**src/rtl/ospfb_phasecomp_if.sv**
```systemverilog
`default_nettype none
// ============================================================================
//  Module      : ospfb_phasecomp_if
//  Description : AXI4-Stream style bundle (tdata/tvalid/tready/tlast) used for
//                both the sample input and the rotated sample output of the
//                OSPFB phase-compensation stage.
//                  master : drives tdata/tvalid/tlast, observes tready
//                  slave  : observes tdata/tvalid/tlast, drives tready
//  Revision    : 1.0 - initial release
// ============================================================================
interface ospfb_phasecomp_if #(
  parameter int WIDTH = 16
);
  logic [WIDTH-1:0] tdata;
  logic             tvalid;
  logic             tready;
  logic             tlast;

  modport master (output tdata, output tvalid, output tlast, input tready);
  modport slave  (input tdata, input tvalid, input tlast, output tready);
endinterface
`default_nettype wire

```
**src/rtl/ospfb_phasecomp.sv**
```systemverilog
`default_nettype none
// ============================================================================
//  Module      : ospfb_phasecomp
//  Description : OSPFB phase compensation. Buffers FFT_LEN-sample frames in a
//                ping-pong RAM and replays each frame circularly rotated by an
//                offset that advances DEC_FAC samples per frame (mod FFT_LEN).
//  Ports       : clk        - clock, rising edge
//                rst_n      - asynchronous active-low reset
//                s_axis     - sample input stream (slave modport)
//                m_axis     - rotated sample output stream (master modport),
//                             tlast on beat FFT_LEN-1 of every frame
//                frame_err  - sticky tlast/frame-position mismatch flag
//  Options     : OSPFB_PHASECOMP_FRAME_CHK_EN enables the s_axis.tlast check
//                driving frame_err; otherwise tlast is ignored and frame_err=0.
//  Revision    : 1.0 - initial release
// ============================================================================
module ospfb_phasecomp #(
  parameter int WIDTH     = 16,
  parameter int FFT_LEN   = 64,
  parameter int DEC_FAC   = 48,
  parameter int SRT_SHIFT = 0
) (
  input  logic                    clk,
  input  logic                    rst_n,
  ospfb_phasecomp_if.slave        s_axis,
  ospfb_phasecomp_if.master       m_axis,
  output logic                    frame_err
);

  localparam int              c_AW   = (FFT_LEN > 1) ? $clog2(FFT_LEN) : 1;
  localparam logic [c_AW-1:0] c_LAST = c_AW'(FFT_LEN - 1);
  // FFT_LEN is a power of two, so truncation to c_AW bits is the modulo.
  localparam logic [c_AW-1:0] c_DEC  = c_AW'(DEC_FAC);
  localparam logic [c_AW-1:0] c_SRT  = c_AW'(SRT_SHIFT);

  generate
    if ((FFT_LEN < 4) || ((FFT_LEN & (FFT_LEN - 1)) != 0)) begin : g_err_len
      $error("ospfb_phasecomp: FFT_LEN must be a power of two >= 4");
    end
    if ((DEC_FAC <= 0) || (DEC_FAC >= FFT_LEN)) begin : g_err_dec
      $error("ospfb_phasecomp: DEC_FAC must satisfy 0 < DEC_FAC < FFT_LEN");
    end
    if ((SRT_SHIFT < 0) || (SRT_SHIFT >= FFT_LEN)) begin : g_err_srt
      $error("ospfb_phasecomp: SRT_SHIFT must be in 0..FFT_LEN-1");
    end
  endgenerate

  // Frame storage: bank select is the address MSB.
  logic [WIDTH-1:0] mem_q [0:2*FFT_LEN-1];
  logic [WIDTH-1:0] rdata_q;

  logic [1:0]       full_q, full_d;
  logic             rdy_en_q;
  logic             wsel_q, rsel_q, iss_sel_q;
  logic [c_AW-1:0]  wr_addr_q, rd_cnt_q, iss_cnt_q, shift_q;

  // Three-stage read pipe: RAM output, prefetch, output register.
  logic             s1_v_q, s1_last_q;
  logic             s2_v_q, s2_last_q;
  logic [WIDTH-1:0] s2_data_q;
  logic             out_v_q, out_last_q;
  logic [WIDTH-1:0] out_data_q;

  logic             w_s_ready, w_wr_fire, w_wr_last;
  logic             w_out_ready, w_s2_ready, w_s1_ready, w_issue;
  logic             w_acc, w_acc_last;
  logic [c_AW-1:0]  w_rot;

  // tready is held low until the first edge after reset release.
  assign w_s_ready     = rdy_en_q & ~full_q[wsel_q];
  assign s_axis.tready = w_s_ready;
  assign w_wr_fire     = s_axis.tvalid & w_s_ready;
  assign w_wr_last     = w_wr_fire & (wr_addr_q == c_LAST);

  assign w_out_ready = ~out_v_q | m_axis.tready;
  assign w_s2_ready  = ~s2_v_q | w_out_ready;
  assign w_s1_ready  = ~s1_v_q | w_s2_ready;
  // full_q is registered, so a bank is first read the cycle after it fills.
  assign w_issue     = full_q[iss_sel_q] & w_s1_ready;
  assign w_rot       = iss_cnt_q + shift_q;   // natural wrap = mod FFT_LEN

  assign w_acc      = out_v_q & m_axis.tready;
  assign w_acc_last = w_acc & (rd_cnt_q == c_LAST);

  assign m_axis.tdata  = out_data_q;
  assign m_axis.tvalid = out_v_q;
  assign m_axis.tlast  = out_last_q;

  // Fill and drain always target different banks, so both updates apply.
  always_comb begin
    full_d = full_q;
    if (w_wr_last)  full_d[wsel_q] = 1'b1;
    if (w_acc_last) full_d[rsel_q] = 1'b0;
  end

  always_ff @(posedge clk) begin
    if (w_wr_fire) mem_q[{wsel_q, wr_addr_q}] <= s_axis.tdata;
    if (w_issue)   rdata_q <= mem_q[{iss_sel_q, w_rot}];
  end

  always_ff @(posedge clk or negedge rst_n) begin
    if (!rst_n) begin
      full_q     <= 2'b00;
      rdy_en_q   <= 1'b0;
      wsel_q     <= 1'b0;
      rsel_q     <= 1'b0;
      iss_sel_q  <= 1'b0;
      wr_addr_q  <= '0;
      rd_cnt_q   <= '0;
      iss_cnt_q  <= '0;
      shift_q    <= c_SRT;
      s1_v_q     <= 1'b0;
      s1_last_q  <= 1'b0;
      s2_v_q     <= 1'b0;
      s2_last_q  <= 1'b0;
      s2_data_q  <= '0;
      out_v_q    <= 1'b0;
      out_last_q <= 1'b0;
      out_data_q <= '0;
    end else begin
      rdy_en_q <= 1'b1;
      full_q   <= full_d;

      if (w_wr_fire) begin
        wr_addr_q <= wr_addr_q + 1'b1;
        if (w_wr_last) wsel_q <= ~wsel_q;
      end

      // Issue side runs ahead of acceptance so the next frame starts without
      // a bubble; the rotation offset moves on once a frame is fully issued.
      if (w_issue) begin
        iss_cnt_q <= iss_cnt_q + 1'b1;
        if (iss_cnt_q == c_LAST) begin
          iss_sel_q <= ~iss_sel_q;
          shift_q   <= shift_q + c_DEC;
        end
      end

      if (w_s1_ready) begin
        s1_v_q    <= w_issue;
        s1_last_q <= w_issue & (iss_cnt_q == c_LAST);
      end

      if (w_s2_ready) begin
        s2_v_q    <= s1_v_q;
        s2_last_q <= s1_v_q & s1_last_q;
        if (s1_v_q) s2_data_q <= rdata_q;
      end

      if (w_out_ready) begin
        out_v_q    <= s2_v_q;
        out_last_q <= s2_v_q & s2_last_q;
        if (s2_v_q) out_data_q <= s2_data_q;
      end

      if (w_acc) begin
        rd_cnt_q <= rd_cnt_q + 1'b1;
        if (w_acc_last) rsel_q <= ~rsel_q;
      end
    end
  end

`ifdef OSPFB_PHASECOMP_FRAME_CHK_EN
  logic frame_err_q;
  always_ff @(posedge clk or negedge rst_n) begin
    if (!rst_n) begin
      frame_err_q <= 1'b0;
    end else if (w_wr_fire && (s_axis.tlast != (wr_addr_q == c_LAST))) begin
      frame_err_q <= 1'b1;
    end
  end
  assign frame_err = frame_err_q;
`else
  logic w_unused_tlast;
  assign w_unused_tlast = s_axis.tlast;
  assign frame_err      = 1'b0;
`endif

endmodule
`default_nettype wire

```
**src/flat_wrapper.sv**
```systemverilog
// flat-port wrapper written by rule: the top's interface ports become plain ports
module ospfb_phasecomp_flat 
#(
  parameter int WIDTH     = 16,
  parameter int FFT_LEN   = 64,
  parameter int DEC_FAC   = 48,
  parameter int SRT_SHIFT = 0
)
  (clk, rst_n, frame_err, s_axis_tdata, s_axis_tvalid, s_axis_tlast, s_axis_tready, m_axis_tdata, m_axis_tvalid, m_axis_tlast, m_axis_tready);
  ospfb_phasecomp_if #(.WIDTH(WIDTH)) s_axis_i ();
  ospfb_phasecomp_if #(.WIDTH(WIDTH)) m_axis_i ();
  input  logic clk;
  input  logic rst_n;
  output logic frame_err;
  input wire logic [$bits(s_axis_i.tdata)-1:0] s_axis_tdata;
  input wire logic [$bits(s_axis_i.tvalid)-1:0] s_axis_tvalid;
  input wire logic [$bits(s_axis_i.tlast)-1:0] s_axis_tlast;
  output wire logic [$bits(s_axis_i.tready)-1:0] s_axis_tready;
  output wire logic [$bits(m_axis_i.tdata)-1:0] m_axis_tdata;
  output wire logic [$bits(m_axis_i.tvalid)-1:0] m_axis_tvalid;
  output wire logic [$bits(m_axis_i.tlast)-1:0] m_axis_tlast;
  input wire logic [$bits(m_axis_i.tready)-1:0] m_axis_tready;
  assign s_axis_i.tdata = s_axis_tdata;
  assign s_axis_i.tvalid = s_axis_tvalid;
  assign s_axis_i.tlast = s_axis_tlast;
  assign s_axis_tready = s_axis_i.tready;
  assign m_axis_tdata = m_axis_i.tdata;
  assign m_axis_tvalid = m_axis_i.tvalid;
  assign m_axis_tlast = m_axis_i.tlast;
  assign m_axis_i.tready = m_axis_tready;
  ospfb_phasecomp #(.WIDTH(WIDTH), .FFT_LEN(FFT_LEN), .DEC_FAC(DEC_FAC), .SRT_SHIFT(SRT_SHIFT)) u_core (.clk(clk), .rst_n(rst_n), .s_axis(s_axis_i), .m_axis(m_axis_i), .frame_err(frame_err));
endmodule
```
**config.mk**
```make
export PLATFORM = sky130hd
export DESIGN_NAME = ospfb_phasecomp_flat
export DESIGN_NICKNAME = d
export VERILOG_FILES = /design/src/rtl/ospfb_phasecomp_if.sv /design/src/rtl/ospfb_phasecomp.sv /design/src/flat_wrapper.sv
export SDC_FILE = /design/constraint.sdc
export NUM_CORES = 2
export LEC_CHECK = 0
export CAP_MARGIN = 0
export CORE_UTILIZATION = 40
export CTS_CLUSTER_DIAMETER = 80
export DETAILED_ROUTE_END_ITERATION = 6
export DONT_BUFFER_PORTS = 1
export GPL_ROUTABILITY_DRIVEN = 0
export SLEW_MARGIN = 25
export SYNTH_ARGS = -nofsm -noshare
export SYNTH_HDL_FRONTEND = slang
export SYNTH_SLANG_ARGS = --single-unit
export TNS_END_PERCENT = 30
```
**constraint.sdc**
```tcl
create_clock -name clk -period 8.2 [get_ports clk]
set_input_delay 0.82 -clock clk [delete_from_list [all_inputs] [get_ports clk]]
set_output_delay 0.82 -clock clk [all_outputs]
set_load 0.05 [all_outputs]
```
==> flow_summary_export.csv <==
group,metric,value,unit
status,status,"completed",
worst_setup_path,required,8.76,ns
grt,antenna_found_initial,11,
sta,final-max-slew-violation-count,0,
yosys,top_ff_cell_synth,"sky130_fd_sc_hd__edfxtp_1",
placement,placed_cell_area,86000,um2
clocking,clk_root_buffer_cell,"sky130_fd_sc_hd__clkbuf_16",
yosys,synth_largest_type_area_fraction,75.2,%
drt,detail_route.first_pass.iterations,7,
clocking,clock_latency,0.86,ns
yosys,synthesis.instances,3835,
worst_setup_path,end_kind,"flop",
sta,tightestPinTransition,1.15,ns
sta,setup_viol,0,
worst_hold_path,worst_hold_path.endpoint,"u_core.mem_q[102][12]",
floorplan,dieArea,208000,um2
yosys,syn-mean-instance-area,21.5,um2
worst_hold_path,hold_start,"s_axis_tdata[12]",
yosys,synthesis.nets,3860,
floorplan,floorplan.rows,166,
clocking,clock_tree.buffer_depth,3,
drt,num_vias,40200,
drt,number_of_design_rule_violations_left_by_the_first_detailed_router_iteration,4771,
job,maxCapViolations,0,
worst_setup_path,timing.rr.end,"u_core.rdata_q[3]",
worst_setup_path,rrSetupSlack,3.71,ns
placement,hpwl,122000,um
worst_setup_path,cp-start-kind,"flop",
sta,timing.final.hold_violations,0,
placement,port_buffers,0,
finish,layout_commonest_cell,"sky130_fd_sc_hd__edfxtp_1",
clocking,count_of_instances_resized_after_the_clock_tree_is_built,0,
finish,drive_above_1_share,24.6,%
finish,area_growth,12.7,%
yosys,post_synth_instance_area,82400,um2
grt,grt_pass1_vias,39700,
floorplan,chipWidth,456,um
clocking,clkSinkCount,2128,
power_and_ir_drop,leak,28.9,nW
floorplan,io_pins,41,
power_and_ir_drop,design_power_total,21.9,mW
clocking,post_cts.repair.setup_buffers,0,
yosys,postSynthRegisterBits,2128,
grt,groute.usage.overall,20.7,%
worst_setup_path,regToRegStartpoint,"u_core.iss_cnt_q[2]",
sta,fin_setup_tns,0,ns
floorplan,core_area,205000,um2
drt,drc,0,
sta,fin_crit_sh,54.8,%
power_and_ir_drop,max-vdd-ir-drop,227,uV
yosys,synth_seq_area_share,77.2,%
grt,first_pass_grt_wire_length,308000,um
sta,max_freq,223,MHz
finish,final_cell_area,92800,um2
sta,timing.max_slew.rel_slack,23.3,%
clocking,tritoncts_clock_tree,"yes",
clocking,cts-htree-levels,4,
drt,via_per_inst,5.86,
drt,antenna_left,0,
finish,fillCellCount,16900,
yosys,netlist-cell-type-count,59,
grt,grt_overflow,0,
grt,grt_max_degree,129,
sta,worst_clock_skew,0.0385,ns
worst_setup_path,timing.critical_path.fanout_max,38,
worst_setup_path,path_class,"flop to flop",
worst_setup_path,arrival,5.05,ns
placement,dp_cells,6471,
clocking,cts_buffer_count,213,
yosys,netlist_top_cells_area,"sky130_fd_sc_hd__edfxtp_1 (75%), sky130_fd_sc_hd__mux4_2 (12%), sky130_fd_sc_hd__mux2i_1 (3.4%)",
floorplan,initial_utilization,40.3,%
worst_hold_path,min_delay_path_depth,0,
worst_hold_path,hold_wc_path_type,"input pin to flop",
clocking,clk_pin_slew,0.06,ns
yosys,async_flop_share,3.01,%
sta,rsz0062_at_grt,"no",
finish,finish.net_count,4026,
sta,layout_min_cycle_time,4.49,ns
yosys,number_of_synthesized_flops_with_an_enable_pin,2064,
worst_setup_path,worst-r2r-cell-count,9,
finish,leading_cell_types_in_the_layout_fill_and_taps_excluded,"sky130_fd_sc_hd__edfxtp_1 (2,064), sky130_fd_sc_hd__mux4_2 (430), sky130_fd_sc_hd__mux2i_1 (282), sky130_fd_sc_hd__clkbuf_16 (216), sky130_fd_sc_hd__buf_4 (159)",
floorplan,floorplan_die_height,456,um
yosys,yosysWarnings,0,
yosys,synth.largest_area_cell,"sky130_fd_sc_hd__edfxtp_1",
finish,final_cell_count_no_fill,6869,
power_and_ir_drop,power_density,236,nW/um2
drt,finalWirelength,217000,um
drt,detail_route.wl_per_cell,31.6,um
## flip-flops by register name, indices dropped and copies added, names as in the netlist, 2 cells and up
| signal | cells |
|---|---|
| u_core.full_q | 2 |
| u_core.shift_q | 2 |
| u_core.rdata_q | 16 |
| u_core.s2_data_q | 16 |
| u_core.wr_addr_q | 6 |
| u_core.mem_q | 2048 |
| u_core.iss_cnt_q | 6 |
| u_core.m_axis.tdata | 16 |
| u_core.rd_cnt_q | 6 |
## power breakdown
group	total, mW	leakage (nW)	switching [mW]	internal [mW]
clock	9.49	3.30	4.13	5.36
combinational	0.333	6.19	0.262	0.0712
sequential	12.1	19.4	0.0549	12.0
## worst max-delay path, cell delays in order, from the launching register on
cell and delay (ns):
sky130_fd_sc_hd__dfrtp_4 0.87, sky130_fd_sc_hd__buf_4 0.64, sky130_fd_sc_hd__buf_4 0.60, sky130_fd_sc_hd__mux4_2 0.39
sky130_fd_sc_hd__mux2_2 0.27, sky130_fd_sc_hd__a21oi_1 0.12, sky130_fd_sc_hd__o21ai_0 0.26, sky130_fd_sc_hd__a311oi_1 0.66
sky130_fd_sc_hd__buf_4 0.22, sky130_fd_sc_hd__a31oi_1 0.05
## cell usage after synthesis (6+ instances only)
| cell type | instances |
|---|---|
| sky130_fd_sc_hd__mux2i_1 | 282 |
| sky130_fd_sc_hd__mux4_2 | 430 |
| sky130_fd_sc_hd__nor2_1 | 158 |
| sky130_fd_sc_hd__o211ai_1 | 10 |
| sky130_fd_sc_hd__xor2_1 | 6 |
| sky130_fd_sc_hd__nand3b_1 | 6 |
| sky130_fd_sc_hd__nand4_1 | 10 |
| sky130_fd_sc_hd__buf_4 | 69 |
| sky130_fd_sc_hd__clkbuf_1 | 62 |
| sky130_fd_sc_hd__edfxtp_1 | 2064 |
| sky130_fd_sc_hd__nor2b_1 | 19 |
| sky130_fd_sc_hd__o221ai_1 | 14 |
| sky130_fd_sc_hd__o22ai_1 | 26 |
| sky130_fd_sc_hd__o21ai_0 | 41 |
| sky130_fd_sc_hd__buf_6 | 34 |
| sky130_fd_sc_hd__and3_1 | 6 |
| sky130_fd_sc_hd__mux2_2 | 70 |
| sky130_fd_sc_hd__a31oi_1 | 15 |
| sky130_fd_sc_hd__nand3_1 | 31 |
| sky130_fd_sc_hd__buf_2 | 41 |
| sky130_fd_sc_hd__xnor2_1 | 14 |
| sky130_fd_sc_hd__a22oi_1 | 68 |
| sky130_fd_sc_hd__and2_1 | 6 |
| sky130_fd_sc_hd__buf_1 | 6 |
| sky130_fd_sc_hd__a211oi_1 | 26 |
| sky130_fd_sc_hd__nand2_1 | 74 |
| sky130_fd_sc_hd__dfrtp_1 | 64 |
| sky130_fd_sc_hd__a221oi_1 | 30 |
| sky130_fd_sc_hd__a21oi_1 | 74 |
## repair_timing
| item | 4_1_cts | 5_1_grt |
|---|---|---|
| endpoints found under the setup margin | 0 | 0 |
| hold buffers | 2 | 0 |
| hold endpoints to repair | 64 | 0 |
## cell type report
| class | count | area [um2] | share of cell area, % |
|---|---|---|---|
| Multi-Input combinational cell | 1486 | 17800 | 19.1 |
| Clock buffer | 265 | 5620 | 6.05 |
| Tap cell | 2688 | 3360 | 3.62 |
| Antenna cell | 2 | 5.00 | 0.00539 |
| Inverter | 6 | 22.5 | 0.0243 |
| Sequential cell | 2128 | 63600 | 68.5 |
| Timing Repair Buffer | 166 | 1320 | 1.42 |
| Clock inverter | 128 | 1140 | 1.23 |
## cells by family (layout without fill, tap and decap cells)
| kind of cell | after synthesis | in the layout | synth area share [%] |
|---|---|---|---|
| AO/OA/AOI/OAI | 344 | 344 | 2.84 |
| XOR/XNOR | 22 | 22 | 0.269 |
| adder cells (fa/ha/maj) | 4 | 4 | 0.0607 |
| buffers and inverters | 221 | 565 | 1.73 |
| flip-flops | 2128 | 2128 | 77.2 |
| multiplexers | 782 | 782 | 16.1 |
| other | 2 | 4 | 0.00911 |
| AND/OR/NAND/NOR | 332 | 332 | 1.79 |
## worst max path at each step
stage	start	end	slack [ns]	cells past startpoint
finish	u_core.iss_cnt_q[2]	u_core.rdata_q[3]	3.71	9
global placement	u_core.iss_cnt_q[1]	u_core.rdata_q[3]	3.67	9
floorplan	m_axis_tready	u_core.shift_q[5]	5.03	6
detailed placement	u_core.iss_cnt_q[1]	u_core.rdata_q[3]	3.70	9
CTS	u_core.iss_cnt_q[1]	u_core.rdata_q[3]	3.70	9
global route	u_core.iss_cnt_q[1]	u_core.rdata_q[3]	3.63	9
## metrics by stage
step	util [%]	hold slack, ns	worst slack [ns]
detailed placement	42.0	0.434	3.70
CTS	45.4	0.0174	3.70
finish	45.4	0.0793	3.71
global route	45.4	0.0340	3.63
global placement	42.0	0.436	3.67
floorplan	-	0.418	5.03
## layer usage
metal	up-vias	GRT usage (%)	wire, um
li1	16400	-	-
met1	21700	29.5	90500
met2	1831	32.3	102000
met3	348	4.24	18200
met4	12	6.26	6450
met5	-	0	78
(Power assumes the default switching activity.)
